`config.mk`:
```
export PLATFORM = sky130hd
export DESIGN_NAME = program_sequencer_flat
export DESIGN_NICKNAME = d
export VERILOG_FILES = /design/src/rtl/program_sequencer_if.sv /design/src/rtl/program_sequencer.sv /design/src/flat_wrapper.sv
export SDC_FILE = /design/constraint.sdc
export NUM_CORES = 1
export LEC_CHECK = 0
export BUFFER_PORTS_ARGS = -buffer_cell sky130_fd_sc_hd__buf_2
export CAP_MARGIN = 10
export CORE_UTILIZATION = 58
export DETAILED_ROUTE_END_ITERATION = 8
export PLACE_DENSITY = 0.84
export REMOVE_ABC_BUFFERS = 1
export SETUP_SLACK_MARGIN = 0.05
export SLEW_MARGIN = 20
export SYNTH_ARGS = -nofsm -noshare
export SYNTH_HDL_FRONTEND = slang
export SYNTH_SLANG_ARGS = --single-unit
```
`constraint.sdc`:
```
create_clock -name i_clk -period 2.92 [get_ports i_clk]
set_input_delay 0.292 -clock i_clk [delete_from_list [all_inputs] [get_ports i_clk]]
set_output_delay 0.292 -clock i_clk [all_outputs]
set_load 0.02 [all_outputs]
```
`src/rtl/program_sequencer_if.sv`:
```
// Strobe/data/status bundle between a sequencer controller (master) and program_sequencer (slave).
interface program_sequencer_if #(
  parameter int unsigned ADDR_W = 8
);
  logic              i_inc;
  logic              i_load;
  logic              i_call;
  logic              i_ret;
  logic              i_rel;
  logic [ADDR_W-1:0] i_data;
  logic [ADDR_W-1:0] o_pc;
  logic              o_overflow;
  logic              o_stack_full;
  logic              o_stack_empty;
  logic              o_stack_err;

  modport master (
    output i_inc, i_load, i_call, i_ret, i_rel, i_data,
    input  o_pc, o_overflow, o_stack_full, o_stack_empty, o_stack_err
  );

  modport slave (
    input  i_inc, i_load, i_call, i_ret, i_rel, i_data,
    output o_pc, o_overflow, o_stack_full, o_stack_empty, o_stack_err
  );
endinterface

```
`src/rtl/program_sequencer.sv`:
```
// Program counter with increment/jump/call/return and a bounded return-address stack.
// Optional macro PC_RELATIVE_EN: i_load with i_rel adds a signed offset to the PC.
module program_sequencer #(
  parameter int unsigned          ADDR_W      = 8,
  parameter int unsigned          STACK_DEPTH = 4,
  parameter logic [ADDR_W-1:0]    RESET_VEC   = '0
) (
  input  logic                 i_clk,
  input  logic                 i_rst,
  program_sequencer_if.slave   bus
);

  localparam int unsigned CNT_W = $clog2(STACK_DEPTH + 1);
  localparam int unsigned IDX_W = (STACK_DEPTH > 1) ? $clog2(STACK_DEPTH) : 1;

  logic [ADDR_W-1:0] pc_q, pc_d;
  logic [CNT_W-1:0]  cnt_q, cnt_d;
  logic [ADDR_W-1:0] stack_q [STACK_DEPTH];
  logic [ADDR_W-1:0] stack_d [STACK_DEPTH];
  logic              ovf_q, ovf_d;
  logic              err_q, err_d;
  logic              full_q, full_d;
  logic              empty_q, empty_d;

  // One operation per cycle, priority load > call > ret > inc.
  always_comb begin
    pc_d    = pc_q;
    cnt_d   = cnt_q;
    stack_d = stack_q;
    ovf_d   = 1'b0;
    err_d   = 1'b0;
    if (bus.i_load) begin
`ifdef PC_RELATIVE_EN
      if (bus.i_rel) begin
        pc_d = ADDR_W'(pc_q + bus.i_data);
      end else begin
        pc_d = bus.i_data;
      end
`else
      pc_d = bus.i_data;
`endif
    end else if (bus.i_call) begin
      if (cnt_q == CNT_W'(STACK_DEPTH)) begin
        err_d = 1'b1;
      end else begin
        stack_d[IDX_W'(cnt_q)] = ADDR_W'(pc_q + 1'b1);
        pc_d                   = bus.i_data;
        cnt_d                  = CNT_W'(cnt_q + 1'b1);
      end
    end else if (bus.i_ret) begin
      if (cnt_q == '0) begin
        err_d = 1'b1;
      end else begin
        pc_d  = stack_q[IDX_W'(cnt_q - 1'b1)];
        cnt_d = CNT_W'(cnt_q - 1'b1);
      end
    end else if (bus.i_inc) begin
      pc_d  = ADDR_W'(pc_q + 1'b1);
      ovf_d = (pc_q == '1);
    end
    full_d  = (cnt_d == CNT_W'(STACK_DEPTH));
    empty_d = (cnt_d == '0);
  end

`ifndef PC_RELATIVE_EN
  logic unused_rel_c;
  assign unused_rel_c = bus.i_rel;
`endif

  always_ff @(posedge i_clk or posedge i_rst) begin
    if (i_rst) begin
      pc_q    <= RESET_VEC;
      cnt_q   <= '0;
      ovf_q   <= 1'b0;
      err_q   <= 1'b0;
      full_q  <= 1'b0;
      empty_q <= 1'b1;
      for (int i = 0; i < int'(STACK_DEPTH); i++) begin
        stack_q[i] <= '0;
      end
    end else begin
      pc_q    <= pc_d;
      cnt_q   <= cnt_d;
      ovf_q   <= ovf_d;
      err_q   <= err_d;
      full_q  <= full_d;
      empty_q <= empty_d;
      stack_q <= stack_d;
    end
  end

  assign bus.o_pc          = pc_q;
  assign bus.o_overflow    = ovf_q;
  assign bus.o_stack_err   = err_q;
  assign bus.o_stack_full  = full_q;
  assign bus.o_stack_empty = empty_q;

endmodule

```
`src/flat_wrapper.sv`:
```
// flat-port wrapper written by rule: the top's interface ports become plain ports
module program_sequencer_flat 
#(
  parameter int unsigned          ADDR_W      = 8,
  parameter int unsigned          STACK_DEPTH = 4,
  parameter logic [ADDR_W-1:0]    RESET_VEC   = '0
)
  (i_clk, i_rst, bus_i_inc, bus_i_load, bus_i_call, bus_i_ret, bus_i_rel, bus_i_data, bus_o_pc, bus_o_overflow, bus_o_stack_full, bus_o_stack_empty, bus_o_stack_err);
  program_sequencer_if #(.ADDR_W(ADDR_W)) bus_i ();
  input  logic i_clk;
  input  logic i_rst;
  input wire logic [$bits(bus_i.i_inc)-1:0] bus_i_inc;
  input wire logic [$bits(bus_i.i_load)-1:0] bus_i_load;
  input wire logic [$bits(bus_i.i_call)-1:0] bus_i_call;
  input wire logic [$bits(bus_i.i_ret)-1:0] bus_i_ret;
  input wire logic [$bits(bus_i.i_rel)-1:0] bus_i_rel;
  input wire logic [$bits(bus_i.i_data)-1:0] bus_i_data;
  output wire logic [$bits(bus_i.o_pc)-1:0] bus_o_pc;
  output wire logic [$bits(bus_i.o_overflow)-1:0] bus_o_overflow;
  output wire logic [$bits(bus_i.o_stack_full)-1:0] bus_o_stack_full;
  output wire logic [$bits(bus_i.o_stack_empty)-1:0] bus_o_stack_empty;
  output wire logic [$bits(bus_i.o_stack_err)-1:0] bus_o_stack_err;
  assign bus_i.i_inc = bus_i_inc;
  assign bus_i.i_load = bus_i_load;
  assign bus_i.i_call = bus_i_call;
  assign bus_i.i_ret = bus_i_ret;
  assign bus_i.i_rel = bus_i_rel;
  assign bus_i.i_data = bus_i_data;
  assign bus_o_pc = bus_i.o_pc;
  assign bus_o_overflow = bus_i.o_overflow;
  assign bus_o_stack_full = bus_i.o_stack_full;
  assign bus_o_stack_empty = bus_i.o_stack_empty;
  assign bus_o_stack_err = bus_i.o_stack_err;
  program_sequencer #(.ADDR_W(ADDR_W), .STACK_DEPTH(STACK_DEPTH), .RESET_VEC(RESET_VEC)) u_core (.i_clk(i_clk), .i_rst(i_rst), .bus(bus_i));
endmodule
```
==> impl_metrics.env <==
export IMPL_fin_ws_ns=0.691
export IMPL_synthArstFlopShare=1.00
export IMPL_vias=1835
export IMPL_leakagePower_nw=1.22
export IMPL_syn2layout_area_growth_pct=10.4
export IMPL_ys_warn_count=0
export IMPL_r2r_start="u_core.cnt_q[1]"
export IMPL_synthTopCellsByArea="dfrtp_1 47%, nand2_1 6.0%, mux4_2 5.5%"
export IMPL_netlist_cell_type_count=44
export IMPL_clock_sinks=47
export IMPL_fp_dieArea_mm2=0.00450
export IMPL_syn_cell_area_mm2=0.00246
export IMPL_critPathLaunchType="register"
export IMPL_synth_edff_count=0
export IMPL_r2r_end="u_core.bus.o_pc[6]"
export IMPL_die_y_um=67.1
export IMPL_dpl_hpwl_mm=3.55
export IMPL_finalCritPeriodShare=0.763
export IMPL_ys_seq_area_frac=0.479
export IMPL_cts_buffers=5
export IMPL_clk_latency_ns=0.30
export IMPL_hold_buffers=0
export IMPL_cts_resized_gates=0
export IMPL_crit_arrival_ns=2.40
export IMPL_drv_slew=0
export IMPL_gp_congestion=0.814
export IMPL_tritoncts="built"
export IMPL_routed_via_density=5.84
export IMPL_skew_ns=0.00726
export IMPL_total_power_mw=2.79
export IMPL_grtUsageTotal=0.275
export IMPL_clockBufferDepth=2
export IMPL_synthCells=240
export IMPL_grt_max_degree=48
export IMPL_grt_pass1_vias=1730
export IMPL_p_switching_mw=1.03
export IMPL_finalWirelength_mm=5.21
export IMPL_status="finished clean"
export IMPL_first_pass_iters=4
export IMPL_ff2ff_path_depth=6
export IMPL_seq_power_share=0.402
export IMPL_cts_setup_buffers=0
export IMPL_grtUsageMet2=0.416
export IMPL_cp_top_family="adder cells"
export IMPL_hp_class="in2async"
export IMPL_p_per_area_mw_per_mm2=1030
export IMPL_grt_busiest_layer="met2"
export IMPL_num_rows=23
export IMPL_rsz0062_at_grt="false"
export IMPL_core_region_area_mm2=0.00403
export IMPL_ys_seq_elements=47
export IMPL_start_util=0.610
export IMPL_worst_ep_required_time_ns=3.09
export IMPL_worstSetupPathType="reg2reg"
export IMPL_die_w_um=67.1
export IMPL_diodes=0
export IMPL_clock_root_buffer="clkbuf_8"
export IMPL_final_setup_viol_count=0
export IMPL_hold_violations=0
export IMPL_pwr_share_comb=0.419
export IMPL_crit_path_end_kind="register"
export IMPL_port_buffers=25
export IMPL_drc=0
export IMPL_p_sw_frac=0.370
export IMPL_grt_ovfl_total=0
export IMPL_synthFlopType="dfrtp_1"
export IMPL_ant_nets=0
export IMPL_relSlewSlack=0.364
export IMPL_avgSynthCellArea_um2=10.2
export IMPL_antenna_found_initial=0
export IMPL_synth_top_area_cell="dfrtp_1"
export IMPL_pre_cts_ws_ns=0.733
export IMPL_post_route_min_period_ns=2.23
export IMPL_critPathSlowestCell="ha_1"
export IMPL_grt_use_met1=0.380
export IMPL_nFillCells=327
export IMPL_clkTransAtPathRegs_ns=0.09
export IMPL_fmax_ghz=0.449
export IMPL_synth_top_area_frac=0.469
export IMPL_path_depth=6
export IMPL_dr_first_iter_drc_count=157
export IMPL_grt_first_pass_wirelength_mm=8.78
export IMPL_htreeDepth=2
export IMPL_worst_slew_pin_slew_ns=0.953
export IMPL_utilization=0.673
export IMPL_crit_path_max_fanout=7
export IMPL_cp_cell_sequence="inv_1, ha_1, buf_4, mux4_2, nand4_1, o211ai_1"
export IMPL_fin_nets=284
export IMPL_top_level_ports=27
export IMPL_clkPwrFrac=0.179
export IMPL_path_buf_inv=2
export IMPL_fin_hold_ws_ns=0.195
export IMPL_rrSetupSlack_ns=0.69
export IMPL_grt_util_met3=0.0702
export IMPL_critPathMaxStageDelay_ns=0.58
export IMPL_ir_drop_uv=609
export IMPL_maxCapViolCount=0
export IMPL_setup_tns_ns=0
export IMPL_drive_gt1_frac=0.201
export IMPL_p_int_mw=1.76
export IMPL_wl_per_cell_um=16.6
layout by cell type, fill, tap and decap left out, types with 5 or more instances in the layout:
master    instances
o21ai_0          26
dfrtp_1          46
nor2_1           16
inv_1             5
clkbuf_8          6
a21oi_1          12
nand3_1           7
o211ai_1          7
nand2_1          39
mux4_2            6
buf_2            25
nand4_1           5
ha_1              6
state kept, by name, indices dropped and copies added, names as in the netlist:
signal                    count
u_core.stack_q               32
u_core.bus.o_stack_empty      1
u_core.bus.o_overflow         1
u_core.bus.o_stack_err        1
u_core.bus.o_pc               8
u_core.bus.o_stack_full       1
u_core.cnt_q                  3
cell families (layout without fill, tap and decap cells):
| kind of cell | Yosys count | in the layout | share of synthesized area |
|---|---|---|---|
| buffers and inverters | 19 | 43 | 0.0418 |
| XOR/XNOR | 6 | 6 | 0.0214 |
| AND/OR/NAND/NOR | 82 | 82 | 0.157 |
| multiplexers | 14 | 14 | 0.0963 |
| adder cells (fa/ha/maj) | 6 | 6 | 0.0306 |
| AO/OA/AOI/OAI | 66 | 66 | 0.174 |
| flip-flops | 47 | 47 | 0.479 |
cell type report:
class / instances / area [um2] / share of cell area
well taps: 50 / 62.6 / 0.0231
clock buffers: 6 / 82.6 / 0.0305
inverters: 6 / 22.5 / 0.00831
clock inverters: 2 / 35.0 / 0.0129
flip-flops and latches: 47 / 1180 / 0.434
multi-input cells: 174 / 1180 / 0.434
repair buffers: 29 / 155 / 0.0572
power groups by stage:
stage | Clock, mW | Sequential [mW] | Combinational, mW
3_3_place_gp | 0 | 1.11 | 1.13
3_5_place_dp | 0 | 1.13 | 1.17
4_1_cts | 0.503 | 1.12 | 1.17
6_report | 0.498 | 1.12 | 1.17
2_1_floorplan | 0 | 1.14 | 0.825
5_1_grt | 0.533 | 1.16 | 1.30
synthesized netlist by cell type (all sizes together), types with 4 or more instances:
cell type,number
clkbuf,5
dfrtp,46
o211ai,7
nor2b,4
o21ai,26
xor2,4
nor2,16
inv,6
nand3,7
ha,6
nand2,39
mux2,4
buf,8
a21oi,12
mux4,7
nand4,5
metal layers:
layer | part of all wire | wire, um
met5 | 0 | 0
met4 | 0.014 | 74
met3 | 0.063 | 327
met2 | 0.45 | 2370
met1 | 0.47 | 2440
metrics by stage:
stage                     area [um2]  std cells
after global routing            2710        314
after floorplan                 2380        227
after detailed placement        2590        306
final                           2710        314
after CTS                       2710        314
after global placement          2590        306
how the worst max path moves through the flow:
| stage | start | end |
|---|---|---|
| after floorplan | u_core.cnt_q[0] | u_core.bus.o_pc[4] |
| after global placement | u_core.cnt_q[1] | u_core.bus.o_pc[7] |
| after detailed placement | u_core.cnt_q[1] | u_core.bus.o_pc[6] |
| after CTS | u_core.cnt_q[1] | u_core.bus.o_pc[6] |
| after global routing | u_core.cnt_q[1] | u_core.bus.o_pc[6] |
| final | u_core.cnt_q[1] | u_core.bus.o_pc[6] |
(Power assumes the default switching activity.)
